==> src/rtl/exc_pkg.sv <==
// rtl/exc_pkg.sv - shared state, cause and PC-mux selector encodings for the exception sequencer
package exc_pkg;

  typedef enum logic [1:0] {
    IDLE     = 2'd0,
    SAVE_EPC = 2'd1,
    READ     = 2'd2,
    LOAD     = 2'd3
  } state_t;

  localparam logic [1:0] CAUSE_OPCODE = 2'd0;
  localparam logic [1:0] CAUSE_OVF    = 2'd1;
  localparam logic [1:0] CAUSE_DIV0   = 2'd2;

  localparam logic [2:0] SEL_PC4    = 3'b000;
  localparam logic [2:0] SEL_ALUOUT = 3'b001;
  localparam logic [2:0] SEL_JUMP   = 3'b010;
  localparam logic [2:0] SEL_EPC    = 3'b011;
  localparam logic [2:0] SEL_SEXT   = 3'b100;
  localparam logic [2:0] SEL_MEM    = 3'b101;

  function automatic logic [31:0] vec_addr(input logic [31:0] base, input logic [1:0] idx);
    return base + {30'd0, idx};
  endfunction

endpackage

==> src/rtl/exc_priority_enc.sv <==
// rtl/exc_priority_enc.sv - fixed-priority cause encoder (opcode > overflow > div0) with any flag
module exc_priority_enc
  import exc_pkg::*;
(
  input  logic       exc_opcode,
  input  logic       exc_overflow,
  input  logic       exc_div0,
  output logic [1:0] idx,
  output logic       any
);

  always_comb begin
    idx = CAUSE_OPCODE;
    if (exc_opcode)        idx = CAUSE_OPCODE;
    else if (exc_overflow) idx = CAUSE_OVF;
    else if (exc_div0)     idx = CAUSE_DIV0;
  end

  assign any = exc_opcode | exc_overflow | exc_div0;

endmodule

==> src/rtl/exc_pc_sequencer.sv <==
// rtl/exc_pc_sequencer.sv - PC/EPC write sequencer for exception entry; EXC_CAUSE_REG_EN adds cause/count register
module exc_pc_sequencer
  import exc_pkg::*;
#(
  parameter int          MEM_LAT  = 2,
  parameter logic [31:0] VEC_BASE = 32'd253
) (
  input  logic        clk,
  input  logic        reset,
  input  logic [2:0]  ctrl_pc_src,
  input  logic        ctrl_pc_write,
  input  logic        exc_opcode,
  input  logic        exc_overflow,
  input  logic        exc_div0,
  input  logic [31:0] pc_in,
  output logic [2:0]  pc_src_sel,
  output logic        pc_write,
  output logic        epc_write,
  output logic [31:0] epc_data,
  output logic [31:0] exc_mem_addr,
  output logic        exc_mem_sel,
  output logic        busy,
  output logic        done,
  output logic [31:0] cause_out
);

  localparam logic [2:0] LAT_M1 = 3'(MEM_LAT - 1);

  state_t     state;
  logic [2:0] wait_cnt;
  logic [1:0] exc_idx;
  logic       exc_any;

  exc_priority_enc u_enc (
    .exc_opcode   (exc_opcode),
    .exc_overflow (exc_overflow),
    .exc_div0     (exc_div0),
    .idx          (exc_idx),
    .any          (exc_any)
  );

  assign epc_data = pc_in - 32'd4;

  // Only IDLE forwards the control unit; the detect cycle drops its write so the faulting PC survives.
  always_comb begin
    pc_src_sel = done ? SEL_MEM : SEL_PC4;
    pc_write   = done;
    if (state == IDLE) begin
      pc_src_sel = ctrl_pc_src;
      pc_write   = ctrl_pc_write & ~exc_any;
    end
  end

  always_ff @(posedge clk or posedge reset) begin
    if (reset) begin
      state        <= IDLE;
      wait_cnt     <= 3'd0;
      epc_write    <= 1'b0;
      exc_mem_sel  <= 1'b0;
      exc_mem_addr <= 32'd0;
      busy         <= 1'b0;
      done         <= 1'b0;
    end else begin
      case (state)
        IDLE: begin
          if (exc_any) begin
            state        <= SAVE_EPC;
            epc_write    <= 1'b1;
            busy         <= 1'b1;
            exc_mem_addr <= vec_addr(VEC_BASE, exc_idx);
          end
        end
        SAVE_EPC: begin
          state       <= READ;
          epc_write   <= 1'b0;
          exc_mem_sel <= 1'b1;
          wait_cnt    <= LAT_M1;
        end
        READ: begin
          if (wait_cnt == 3'd0) begin
            state <= LOAD;
            done  <= 1'b1;
          end else begin
            wait_cnt <= wait_cnt - 3'd1;
          end
        end
        LOAD: begin
          state       <= IDLE;
          done        <= 1'b0;
          busy        <= 1'b0;
          exc_mem_sel <= 1'b0;
        end
        default: state <= IDLE;
      endcase
    end
  end

`ifdef EXC_CAUSE_REG_EN
  logic [1:0] last_cause;
  logic [7:0] exc_count;

  always_ff @(posedge clk or posedge reset) begin
    if (reset) begin
      last_cause <= 2'd0;
      exc_count  <= 8'd0;
    end else if (state == IDLE && exc_any) begin
      last_cause <= exc_idx;
      if (exc_count != 8'hFF) exc_count <= exc_count + 8'd1;
    end
  end

  assign cause_out = {16'd0, exc_count, 6'd0, last_cause};
`else
  assign cause_out = 32'd0;
`endif

endmodule
==> config.mk <==
export PLATFORM = sky130hd
export DESIGN_NAME = exc_pc_sequencer
export DESIGN_NICKNAME = d
export VERILOG_FILES = /design/src/rtl/exc_pkg.sv /design/src/rtl/exc_priority_enc.sv /design/src/rtl/exc_pc_sequencer.sv
export SDC_FILE = /design/constraint.sdc
export NUM_CORES = 1
export LEC_CHECK = 0
export ABC_AREA = 0
export CAP_MARGIN = 5
export CORE_UTILIZATION = 33
export CTS_BUF_LIST = sky130_fd_sc_hd__clkbuf_4 sky130_fd_sc_hd__clkbuf_8
export CTS_CLUSTER_DIAMETER = 30
export DETAILED_ROUTE_END_ITERATION = 6
export PLACE_DENSITY_LB_ADDON = 0.08
export SYNTH_ARGS = -nofsm -noshare
export SYNTH_HDL_FRONTEND = slang
export SYNTH_SLANG_ARGS = --single-unit
==> constraint.sdc <==
create_clock -name clk -period 3 [get_ports clk]
set_input_delay 0.6 -clock clk [delete_from_list [all_inputs] [get_ports clk]]
set_output_delay 0.6 -clock clk [all_outputs]
set_load 0.05 [all_outputs]
==> results of run 1 <==
final timing paths:
path                       slack [ns]  cells after the start               startpoint                     endpoint
max                              0.05                      6                pc_in[26]                 epc_data[30]
min                              0.49                      2  wait_cnt[1]$_DFFE_PP0P_      wait_cnt[1]$_DFFE_PP0P_
max reg2reg                      1.15                      4     state[0]$_DFFE_PP0P_  exc_mem_addr[8]$_DFFE_PP0P_
min reg2reg                      0.49                      2  wait_cnt[1]$_DFFE_PP0P_      wait_cnt[1]$_DFFE_PP0P_
max in group asynchronous        1.99                      2                    reset         state[0]$_DFFE_PP0P_
min in group asynchronous        0.67                      2                    reset        epc_write$_DFFE_PP0P_
layer usage:
metal  GRT usage  wire length (µm)  vias up  part of all wire
li1            -                 -      828                 -
met1      0.2051              2098      754              0.45
met2      0.2728              2206       70              0.48
met3     0.01587               281        5             0.061
met4     0.02469                31        0            0.0067
met5           0                 0        -                 0
worst min-delay path, cell delays in order (launching register included):
cell	delay, ns
dfrtp_1	0.34
nand2_1	0.04
o21ai_0	0.06
power by group through the flow:
stage / registers (W) / logic (W) / clock network [W]
final: 0.000311 / 0.00132 / 0.000170
after global routing: 0.000324 / 0.00140 / 0.000176
after CTS: 0.000312 / 0.00133 / 0.000168
after detailed placement: 0.000313 / 0.00132 / 0
after global placement: 0.000312 / 0.00132 / 0
after floorplan: 0.000459 / 0.000792 / 0
state kept, by name, summed over array words and instances (netlist names):
name and flops:
exc_mem_sel 1, exc_mem_addr 4, wait_cnt 3, done 1, epc_write 1, busy 1, state 2
layout make-up:
| cell class | instances | area [µm²] |
|---|---|---|
| sequential | 13 | 325.3 |
| multi-input combinational | 181 | 1306 |
| antenna | 1 | 2.502 |
| tap | 70 | 87.58 |
| clock buffer | 4 | 48.80 |
| timing repair buffer | 120 | 1409 |
| inverter | 10 | 37.54 |
| fill | 476 | 1923 |
logic make-up (layout without fill, tap and decap cells):
kind of cell / after synthesis / in the layout
buffers and inverters: 77 / 134
AND/OR/NAND/NOR: 74 / 74
XOR/XNOR: 27 / 27
AO/OA/AOI/OAI: 13 / 13
flip-flops: 13 / 13
adder cells (fa/ha/maj): 8 / 8
multiplexers: 4 / 4
other: 1 / 56
cells in the mapped netlist:
cell type | count | area (µm²)
nand4b_1 | 4 | 35.03
dfrtp_1 | 13 | 325.3
nand3_1 | 7 | 35.03
nor2b_1 | 2 | 12.51
nand2_1 | 11 | 41.29
o22a_1 | 1 | 8.760
nor3_4 | 1 | 16.27
buf_4 | 64 | 480.5
or4_4 | 2 | 22.52
clkbuf_1 | 2 | 7.510
or3_1 | 1 | 6.260
nor3_2 | 1 | 10.01
conb_1 | 1 | 3.750
xnor2_1 | 22 | 192.7
o21ai_0 | 4 | 20.02
nor3b_1 | 3 | 22.52
xor2_1 | 5 | 43.79
nor4_4 | 1 | 21.27
nor4_1 | 3 | 18.77
nor2_1 | 14 | 52.55
a22o_1 | 1 | 8.760
mux2_2 | 4 | 45.04
ha_1 | 8 | 100.1
nand2b_1 | 4 | 25.02
nor3_1 | 5 | 25.02
nand3b_1 | 3 | 22.52
nor4_2 | 1 | 12.51
a21o_1 | 1 | 7.510
or4_1 | 3 | 22.52
buf_6 | 1 | 11.26
a21oi_1 | 6 | 30.03
inv_1 | 10 | 37.54
nand4_1 | 6 | 37.54
and2_1 | 2 | 12.51
metrics by stage:
stage	power, W	TNS [ns]	util	instance area, µm²
after CTS	0.001809	-0.009676	0.6246	3211
after global routing	0.001903	0	0.6254	3214
final	0.001799	0	0.6259	3217
after global placement	0.001629	-3.222	0.6005	3087
after detailed placement	0.001637	-3.650	0.6005	3087
after floorplan	0.001251	0	-	2120
what timing repair did:
item	4_1_cts	5_1_grt
gates resized for setup	44	6
cloned	1	0
buffers inserted	3	0
setup endpoints to repair	22	13
pin swaps	15	11
==> metrics.csv, run 1 <==
stage,metric,value,unit
final_layout,layout-drive-gt1-share,0.3354,
logic_synthesis,synthAdderAreaFrac,0.05642,
worst_setup_path,path_max_fanout,3,
sta,timing.final.ws_setup,0.05387,ns
status,status,"finished, final reports clean",
logic_synthesis,ys_ff_latch,13,
global_routing,grt_pass1_vias,1451,
global_routing,grt_pass1_wl,6.741,mm
clock_network,cts_hold_buf,0,
die,num_rows,26,
clock_network,clock_latency,0.25,ns
final_layout,layout_common_cells,"55 x conb_1, 35 x clkdlybuf4s50_1, 32 x buf_4",
sta,finalCriticalPeriod,2.946,ns
detailed_routing,drtIter0Drc,39,
worst_setup_path,required,2.40,ns
power_and_ir_drop,switching_share,0.5375,
logic_synthesis,synth_xor_area_frac,0.1333,
placed_design,dp.cells,390,
power_and_ir_drop,intPower,0.0008323,W
detailed_routing,via_per_inst,4.153,
sta,drv_slew,0,
power_and_ir_drop,power_frac_clock,0.094,
die,die_x,75.33,µm
worst_setup_path,cp_num_buf_inv,2,
logic_synthesis,synthMuxAreaShare,0.02539,
global_routing,grtUsageTotal,0.1534,
sta,hold_ws,0.4886,ns
die,io_pins,145,
detailed_routing,wl_per_cell,11.57,µm
sta,max_clock_freq,339.4,MHz
power_and_ir_drop,leakage,1.556,nW
die,start_util,0.3452,
sta,slew_headroom,0.6656,
worst_setup_path,max_stage_delay,0.59,ns
die,die_y,75.33,µm
global_routing,overflow,0,
sta,rsz0062_at_grt,no,
detailed_routing,drc,0,
global_routing,grt_max_degree,14,
placed_design,dp_slack,-0.2225,ns
power_and_ir_drop,power_switching,0.0009671,W
detailed_routing,wirelength,4.618,mm
worst_setup_path,cp-end-kind,output pin,
die,die_area,5674,µm²
clock_network,cts_root_buf,clkbuf_8,
detailed_routing,vias,1657,
sta,clock_skew,0.01018,ns
placed_design,io_buffer_count,85,
final_layout,nNetsFinal,378,
logic_synthesis,yosysWarnings,0,
logic_synthesis,synth_top_family_by_area,buffers and inverters,
logic_synthesis,synth.avg_cell_area,8.176,µm²
final_layout,finalNonFillerCells,399,
detailed_routing,antenna_left,0,
worst_setup_path,critPathArrivalTime,2.35,ns
logic_synthesis,seq_area_frac_synth,0.1834,
clock_network,cts_tree,built,
logic_synthesis,synthDistinctLibCells,34,
final_layout,area_delta_synth_final,81.31,%
sta,fin_crit_sh,0.9820,
placed_design,hpwlAfterDp,3.879,mm
global_routing,antenna_found_initial,0,
min_path,min_path_type,reg2reg,
logic_synthesis,synth_cells,217,
worst_setup_path,path_delay_family,simple AND/OR/NAND/NOR gates,
power_and_ir_drop,powerDensity,559.4,nW/µm²
final_layout,mostFrequentLayoutCell,conb_1,
clock_network,clkTransAtPathRegs,0.06,ns
job,cap_violations,0,
clock_network,numCtsBuffers,3,
worst_setup_path,path_cells,clkdlybuf4s50_1 -> or4_4 -> nor3_1 -> nand4_1 -> xnor2_2 -> buf_12,
clock_network,cts_buffer_depth,2,
power_and_ir_drop,comb_power_share,0.733,
worst_setup_path,cp-start-kind,primary input,
sta,finalSetupViolations,0,
clock_network,h-tree-depth,1,
detailed_routing,drt_first_pass_iters,5,
logic_synthesis,synthSimpleGateAreaFrac,0.2546,
power_and_ir_drop,ir_drop,549.9,µV
worst_setup_path,cpMaxStageDelayCell,or4_4,
power_and_ir_drop,power.share.sequential,0.173,
placed_design,finalWeightedCongestion,0.7584,
logic_synthesis,synth_compound_area_frac,0.04231,
clock_network,clock-sinks,13,
sta,finalHoldViolations,0,
worst_setup_path,worstSetupPathType,in2out,
sta,tightest_slew,0.5000,ns
die,coreArea,5140,µm²
logic_synthesis,synthesis.area,1774,µm²
Note: power is estimated with default switching activity, not from simulation.
==> run 2: changes to the inputs <==
--- a/config.mk
+++ b/config.mk
@@ -11,6 +11,7 @@
 export CTS_BUF_LIST = sky130_fd_sc_hd__clkbuf_4 sky130_fd_sc_hd__clkbuf_8
 export CTS_CLUSTER_DIAMETER = 30
 export DETAILED_ROUTE_END_ITERATION = 6
+export GPL_TIMING_DRIVEN = 1
 export PLACE_DENSITY_LB_ADDON = 0.08
 export SYNTH_ARGS = -nofsm -noshare
 export SYNTH_HDL_FRONTEND = slang
==> constraint.sdc (replaced) <==
create_clock -name clk -period 3.3 [get_ports clk]
set_input_delay 0.66 -clock clk [delete_from_list [all_inputs] [get_ports clk]]
set_output_delay 0.66 -clock clk [all_outputs]
set_load 0.05 [all_outputs]
==> run 2 against run 1 <==
Combinational power fell by 11%. Global-route usage down 0.47 points. Wire length increased by 0.48%. Core utilization is 2.5 points lower. Non-clock buffer count fell by 7. Highest routed layer unchanged.
==> metrics.csv, run 2 (same netlist as run 1, synthesis figures left out) <==
stage,metric,value,unit,change
status,status,"finished, final reports clean",,unchanged
min_path,min_from,wait_cnt[1]$_DFFE_PP0P_,,unchanged
power_and_ir_drop,powerDensity,522.6,nW/µm²,was 559.4 nW/µm²
power_and_ir_drop,switching_share,0.5354,,was 0.5375
sta,drv_slew,0,,unchanged
detailed_routing,drc,0,,unchanged
worst_setup_path,cpMaxStageDelayCell,or4_4,,unchanged
min_path,hold_path_depth,2,,unchanged
sta,rsz0062_at_grt,yes,,was no
clock_network,clkTransAtPathRegs,0.05,ns,was 0.06 ns
die,num_rows,26,,unchanged
global_routing,grtUsageTotal,0.1488,,was 0.1534
global_routing,grt_max_degree,15,,was 14
job,cap_violations,0,,unchanged
detailed_routing,wl_per_cell,11.87,µm,was 11.57 µm
clock_network,clock_latency,0.24,ns,was 0.25 ns
power_and_ir_drop,p_total,0.001614,W,was 0.001799 W
worst_setup_path,path_delay_family,simple AND/OR/NAND/NOR gates,,unchanged
final_layout,regMostFlops,exc_mem_addr,,unchanged
detailed_routing,drtIter0Drc,41,,was 39
detailed_routing,via_per_inst,4.238,,was 4.153
placed_design,dpl-instance-area,2892,µm²,was 3087 µm²
clock_network,numCtsBuffers,3,,unchanged
worst_setup_path,reg2reg_to,exc_mem_addr[1]$_DFFE_PP0P_,,was exc_mem_addr[8]$_DFFE_PP0P_
global_routing,antenna_found_initial,0,,unchanged
final_layout,mostFrequentLayoutCell,conb_1,,unchanged
sta,fin_crit_sh,0.9929,,
worst_setup_path,cp-end-kind,output pin,,unchanged
placed_design,finalWeightedCongestion,0.7667,,was 0.7584
final_layout,fin_util,0.6010,,was 0.6259
worst_setup_path,critPathArrivalTime,2.62,ns,was 2.35 ns
worst_setup_path,path_cells,clkdlybuf4s50_1 -> or4_4 -> nor4_2 -> nand4_1 -> xnor2_1 -> buf_12,,was clkdlybuf4s50_1 -> or4_4 -> nor3_1 -> nand4_1 -> xnor2_2 -> buf_12
worst_setup_path,path_max_fanout,4,,was 3
power_and_ir_drop,intPower,0.0007501,W,was 0.0008323 W
detailed_routing,vias,1657,,unchanged
global_routing,grt_pass1_vias,1399,,was 1451
global_routing,grt_pass1_wl,6.596,mm,was 6.741 mm
final_layout,largest_reg_flops,4,,unchanged
die,die_area,5674,µm²,unchanged
detailed_routing,drt_first_pass_iters,4,,was 5
worst_setup_path,worstReg2RegStart,state[0]$_DFFE_PP0P_,,unchanged
placed_design,hpwlAfterDp,3.850,mm,was 3.879 mm
worst_setup_path,cp-start-kind,primary input,,unchanged
die,io_pins,145,,unchanged
final_layout,fin_area,3089,µm²,was 3217 µm²
clock_network,cts_tree,built,,unchanged
worst_setup_path,required,2.64,ns,was 2.40 ns
sta,slew_headroom,0.6568,,was 0.6656
clock_network,h-tree-depth,1,,unchanged
power_and_ir_drop,power.share.sequential,0.175,,was 0.173
worst_setup_path,worstSetupPathType,in2out,,unchanged
final_layout,nNetsFinal,371,,was 378
worst_setup_path,reg2reg_depth,4,,unchanged
die,coreArea,5140,µm²,unchanged
worst_setup_path,max_stage_delay,0.56,ns,was 0.59 ns
worst_setup_path,cp_num_buf_inv,2,,unchanged
global_routing,overflow,0,,unchanged
clock_network,cts_root_buf,clkbuf_8,,unchanged
clock_network,cts_buffer_depth,2,,unchanged
final_layout,n_antenna_cell,0,,was 1
sta,tightest_slew,0.5101,ns,was 0.5000 ns
sta,max_clock_freq,305.2,MHz,
die,start_util,0.3452,,unchanged
power_and_ir_drop,leakage,1.510,nW,was 1.556 nW
min_path,min_path_type,reg2reg,,unchanged
power_and_ir_drop,power_frac_clock,0.093,,was 0.094
final_layout,top_regs,"exc_mem_addr: 4 flops, wait_cnt: 3 flops, state: 2 flops",,unchanged
detailed_routing,antenna_left,0,,unchanged
detailed_routing,wirelength,4.640,mm,was 4.618 mm
sta,finalCriticalPeriod,3.277,ns,
sta,finalSetupViolations,0,,unchanged
die,die_x,75.33,µm,unchanged
die,die_y,75.33,µm,unchanged
final_layout,layout-drive-gt1-share,0.2617,,was 0.3354
power_and_ir_drop,comb_power_share,0.731,,was 0.733
final_layout,area_delta_synth_final,74.12,%,was 81.31%
power_and_ir_drop,power_switching,0.0008644,W,was 0.0009671 W
placed_design,io_buffer_count,85,,unchanged
sta,finalHoldViolations,0,,unchanged
final_layout,layout_common_cells,"55 x conb_1, 44 x clkdlybuf4s50_1, 29 x buf_12",,"was 55 x conb_1, 35 x clkdlybuf4s50_1, 32 x buf_4"
sta,clock_skew,0.0004448,ns,was 0.01018 ns
worst_setup_path,reg2reg_slack,1.44,ns,was 1.15 ns
min_path,hold_end,wait_cnt[1]$_DFFE_PP0P_,,unchanged
clock_network,clock-sinks,13,,unchanged
power_and_ir_drop,ir_drop,740.2,µV,was 549.9 µV
[run 2: cell types whose count changed in the layout (fill, tap and decap cells not counted), moves of 2 or more]
| cell | previous run | this run |
|---|---|---|
| xnor2_1 | 2 | 15 |
| dlymetal6s2s_1 | 0 | 11 |
| nor4_4 | 3 | 1 |
| clkdlybuf4s15_1 | 3 | 0 |
| xnor2_2 | 20 | 7 |
| buf_4 | 32 | 28 |
| buf_6 | 7 | 0 |
| nor4_2 | 0 | 2 |
| clkdlybuf4s50_1 | 35 | 44 |
| dlygate4sd2_1 | 10 | 0 |
[run 2: tightest hold or removal path: cells and delay by family, from the launching register on]
kind	cells	cell delay, ns
AOI/OAI and AO/OA	1	0.06
DFF	1	0.35
and+or+nand+nor	1	0.05
[run 2: worst max-delay path by stage]
stage / to / depth (start not counted) / start
floorplan: epc_data[16] / 7 / pc_in[2]
global placement: epc_data[23] / 8 / pc_in[7]
detailed placement: epc_data[17] / 7 / pc_in[7]
CTS: epc_data[23] / 8 / pc_in[4]
global route: epc_data[28] / 6 / pc_in[24]
finish: epc_data[28] / 6 / pc_in[24]
[run 2: area by class of cell]
type                            instances  area (µm²)
Fill cell                             458        2051
Timing Repair Buffer                  113        1394
Multi-Input combinational cell        181        1196
Sequential cell                        13       325.3
Tap cell                               70       87.58
Clock buffer                            4       48.80
Inverter                               10       37.54
[run 2: metrics by stage]
step | hold WS (ns) | TNS (ns) | std cells | setup WS (ns)
floorplan | 0.4498 | 0 | 271 | 0.005441
global placement | 0.4676 | -0.09138 | 384 | -0.02529
detailed placement | 0.4815 | -0.2982 | 384 | -0.07297
CTS | 0.4946 | 0 | 389 | 0.002300
global route | 0.5362 | -0.09006 | 391 | -0.08361
finish | 0.4945 | 0 | 391 | 0.02337
[run 2: power groups by stage]
stage,Combinational [W],Sequential [W],Clock (W)
after detailed placement,0.00118,0.000286,0
after floorplan,0.000712,0.000417,0
after CTS,0.00119,0.000284,0.000154
final,0.00118,0.000283,0.000151
after global routing,0.00126,0.000294,0.000164
after global placement,0.00117,0.000284,0
[run 2: timing repair]
action	CTS	global route
endpoints found under the hold margin	0	0
setup buffers	1	1
pin swaps	3	10
gates cloned	0	1
hold buffers	0	0
resized for setup	7	17
endpoints found under the setup margin	10	20
[run 2: metal layers]
layer	track usage	wire length, µm
met3	0.02249	326
met4	0.02469	15
met2	0.2351	2185
met5	0	0
met1	0.2180	2112
==> run 3: changes to the inputs <==
--- a/config.mk
+++ b/config.mk
@@ -7,7 +7,7 @@
 export LEC_CHECK = 0
 export ABC_AREA = 0
 export CAP_MARGIN = 5
-export CORE_UTILIZATION = 33
+export CORE_UTILIZATION = 34
 export CTS_BUF_LIST = sky130_fd_sc_hd__clkbuf_4 sky130_fd_sc_hd__clkbuf_8
 export CTS_CLUSTER_DIAMETER = 30
 export DETAILED_ROUTE_END_ITERATION = 6
==> run 3 against run 2 <==
Setup slack improved by 0.053 ns. Non-clock buffer count shrank 7. Register-to-register slack is essentially flat. Cell area down 2.1%. Cell count shrank 2.6%. Combinational power is essentially flat. Sequential cell count stayed put. Clock power down 9%. Clock-buffer cell count down 1. Critical endpoint is now epc_data[26]. Largest cell class unchanged.
==> metrics.csv, run 3 (same netlist as run 1, synthesis figures left out) <==
stage,metric,value,unit,change
sta,max_clock_freq,310.2,MHz,was 305.2 MHz
clock_network,clock-sinks,13,,unchanged
clock_network,cts_tree,built,,unchanged
worst_setup_path,required,2.64,ns,about the same
clock_network,cts_hold_buf,0,,unchanged
final_layout,layout-drive-gt1-share,0.2484,,was 0.2617
placed_design,dp_slack,-0.01569,ns,was -0.07297 ns
placed_design,finalWeightedCongestion,0.7966,,was 0.7667
detailed_routing,drt_first_pass_iters,4,,unchanged
global_routing,grt_pass1_vias,1445,,was 1399
placed_design,io_buffer_count,85,,unchanged
detailed_routing,vias,1629,,was 1657
worst_setup_path,worstSetupPathType,in2out,,unchanged
detailed_routing,drtIter0Drc,55,,was 41
power_and_ir_drop,powerDensity,521.2,nW/µm²,was 522.6 nW/µm²
final_layout,top_regs,"exc_mem_addr: 4 flops, wait_cnt: 3 flops, state: 2 flops",,unchanged
final_layout,nFillCells,432,,was 458
final_layout,regArea,325.3,µm²,unchanged
sta,finalSetupViolations,0,,unchanged
clock_network,cts_setup_buffers,0,,was 1
global_routing,grtUsageTotal,0.1454,,was 0.1488
sta,slew_headroom,0.6270,,was 0.6568
clock_network,clkTransAtPathRegs,0.06,ns,was 0.05 ns
final_layout,mostFrequentLayoutCell,conb_1,,unchanged
clock_network,h-tree-depth,1,,unchanged
die,num_rows,25,,was 26
placed_design,dpl-instance-area,2825,µm²,was 2892 µm²
detailed_routing,via_per_inst,4.276,,was 4.238
final_layout,n_antenna_cell,0,,unchanged
final_layout,regMostFlops,exc_mem_addr,,unchanged
sta,fin_crit_sh,0.9769,,was 0.9929
power_and_ir_drop,leakage,1.493,nW,was 1.510 nW
global_routing,grt_pass1_wl,6.479,mm,was 6.596 mm
clock_network,clock_latency,0.24,ns,about the same
sta,finalCriticalPeriod,3.224,ns,was 3.277 ns
final_layout,largest_reg_flops,4,,unchanged
power_and_ir_drop,ir_drop,593.6,µV,was 740.2 µV
worst_setup_path,cp-start-kind,primary input,,unchanged
sta,finalHoldViolations,0,,unchanged
global_routing,overflow,0,,unchanged
global_routing,antenna_found_initial,0,,unchanged
min_path,min_path_type,reg2reg,,unchanged
final_layout,finalNonFillerCells,381,,was 391
final_layout,layout_common_cells,"55 x conb_1, 41 x clkdlybuf4s50_1, 27 x buf_12",,"was 55 x conb_1, 44 x clkdlybuf4s50_1, 29 x buf_12"
status,status,"finished, final reports clean",,unchanged
detailed_routing,wl_per_cell,11.93,µm,was 11.87 µm
sta,tightest_slew,0.5544,ns,was 0.5101 ns
global_routing,grt_max_degree,15,,unchanged
die,die_x,74.24,µm,was 75.33 µm
final_layout,fin_area,3025,µm²,was 3089 µm²
power_and_ir_drop,p_total,0.001577,W,was 0.001614 W
detailed_routing,drc,0,,unchanged
clock_network,numCtsBuffers,3,,unchanged
worst_setup_path,cp-end-kind,output pin,,unchanged
detailed_routing,antenna_left,0,,unchanged
final_layout,multi_input_area,1209,µm²,was 1196 µm²
job,cap_violations,0,,unchanged
clock_network,cts_root_buf,clkbuf_8,,unchanged
die,die_y,74.24,µm,was 75.33 µm
final_layout,fin_util,0.6200,,was 0.6010
sta,clock_skew,0.003927,ns,was 0.0004448 ns
sta,rsz0062_at_grt,no,,was yes
sta,timing.final.ws_setup,0.07607,ns,was 0.02337 ns
die,coreArea,4880,µm²,was 5140 µm²
sta,drv_slew,0,,unchanged
clock_network,cts_buffer_depth,2,,unchanged
worst_setup_path,path_max_fanout,4,,unchanged
final_layout,nNetsFinal,364,,was 371
die,io_pins,145,,unchanged
final_layout,area_delta_synth_final,70.52,%,was 74.12%
die,start_util,0.3636,,was 0.3452
placed_design,dp.cells,376,,was 384
die,die_area,5511,µm²,was 5674 µm²
placed_design,hpwlAfterDp,3.620,mm,was 3.850 mm
worst_setup_path,critPathArrivalTime,2.56,ns,was 2.62 ns
detailed_routing,wirelength,4.546,mm,was 4.640 mm
-- run 3: changes by cell type in the layout (fill, tap and decap cells not counted), sizes merged --
cell	change
buf	-7
clkbuf	-1
clkdlybuf4s50	-3
clkinv	+1
dlymetal6s2s	+3
-- run 3: final cells by class --
| cell class | instances | area share |
|---|---|---|
| clock buffer | 3 | 0.01365 |
| clock inverter | 1 | 0.001654 |
| inverter | 10 | 0.01241 |
| multi-input combinational | 181 | 0.3995 |
| sequential | 13 | 0.1075 |
| tap | 67 | 0.02771 |
| timing repair buffer | 106 | 0.4376 |
-- run 3: per-layer routing --
metal	track usage	vias up	share of wire
li1	-	806	-
met1	0.2060	746	0.48
met2	0.2424	77	0.46
met3	0.01897	0	0.064
met4	0.01887	0	0
met5	0	-	0
-- run 3: critical path, cell delays in order --
cell and delay (ns):
clkdlybuf4s50_1 0.45, or4_4 0.54, nor4_4 0.30, nand4b_1 0.21
xnor2_2 0.24, buf_12 0.16
-- run 3: repair_timing --
action,in CTS,in global routing
pin swaps,0,11
gates cloned,0,1
endpoints found under the setup margin,6,20
gates resized for setup,6,22
-- run 3: power breakdown --
part           switching (W)  total (W)  internal, W
logic               0.000754    0.00116     0.000402
clock network      0.0000542   0.000137    0.0000831
registers          0.0000520   0.000284     0.000232
-- run 3: worst paths after layout --
| check | end | from | slack, ns | cells after the start |
|---|---|---|---|---|
| max in group asynchronous | busy$_DFFE_PP0P_ | reset | 2.22 | 2 |
| hold / removal | wait_cnt[1]$_DFFE_PP0P_ | wait_cnt[1]$_DFFE_PP0P_ | 0.48 | 2 |
| hold reg to reg | wait_cnt[1]$_DFFE_PP0P_ | wait_cnt[1]$_DFFE_PP0P_ | 0.48 | 2 |
| min in group asynchronous | state[1]$_DFFE_PP0P_ | reset | 0.74 | 2 |
| setup / recovery | epc_data[26] | pc_in[23] | 0.08 | 6 |
| setup reg to reg | exc_mem_addr[8]$_DFFE_PP0P_ | state[0]$_DFFE_PP0P_ | 1.45 | 4 |
-- run 3: through the flow --
| step | TNS, ns | hold slack (ns) |
|---|---|---|
| 3_5_place_dp | -0.03843 | 0.4829 |
| 6_report | 0 | 0.4829 |
| 4_1_cts | 0 | 0.4964 |
| 2_1_floorplan | 0 | 0.4498 |
| 3_3_place_gp | -0.02705 | 0.4665 |
| 5_1_grt | 0 | 0.5177 |
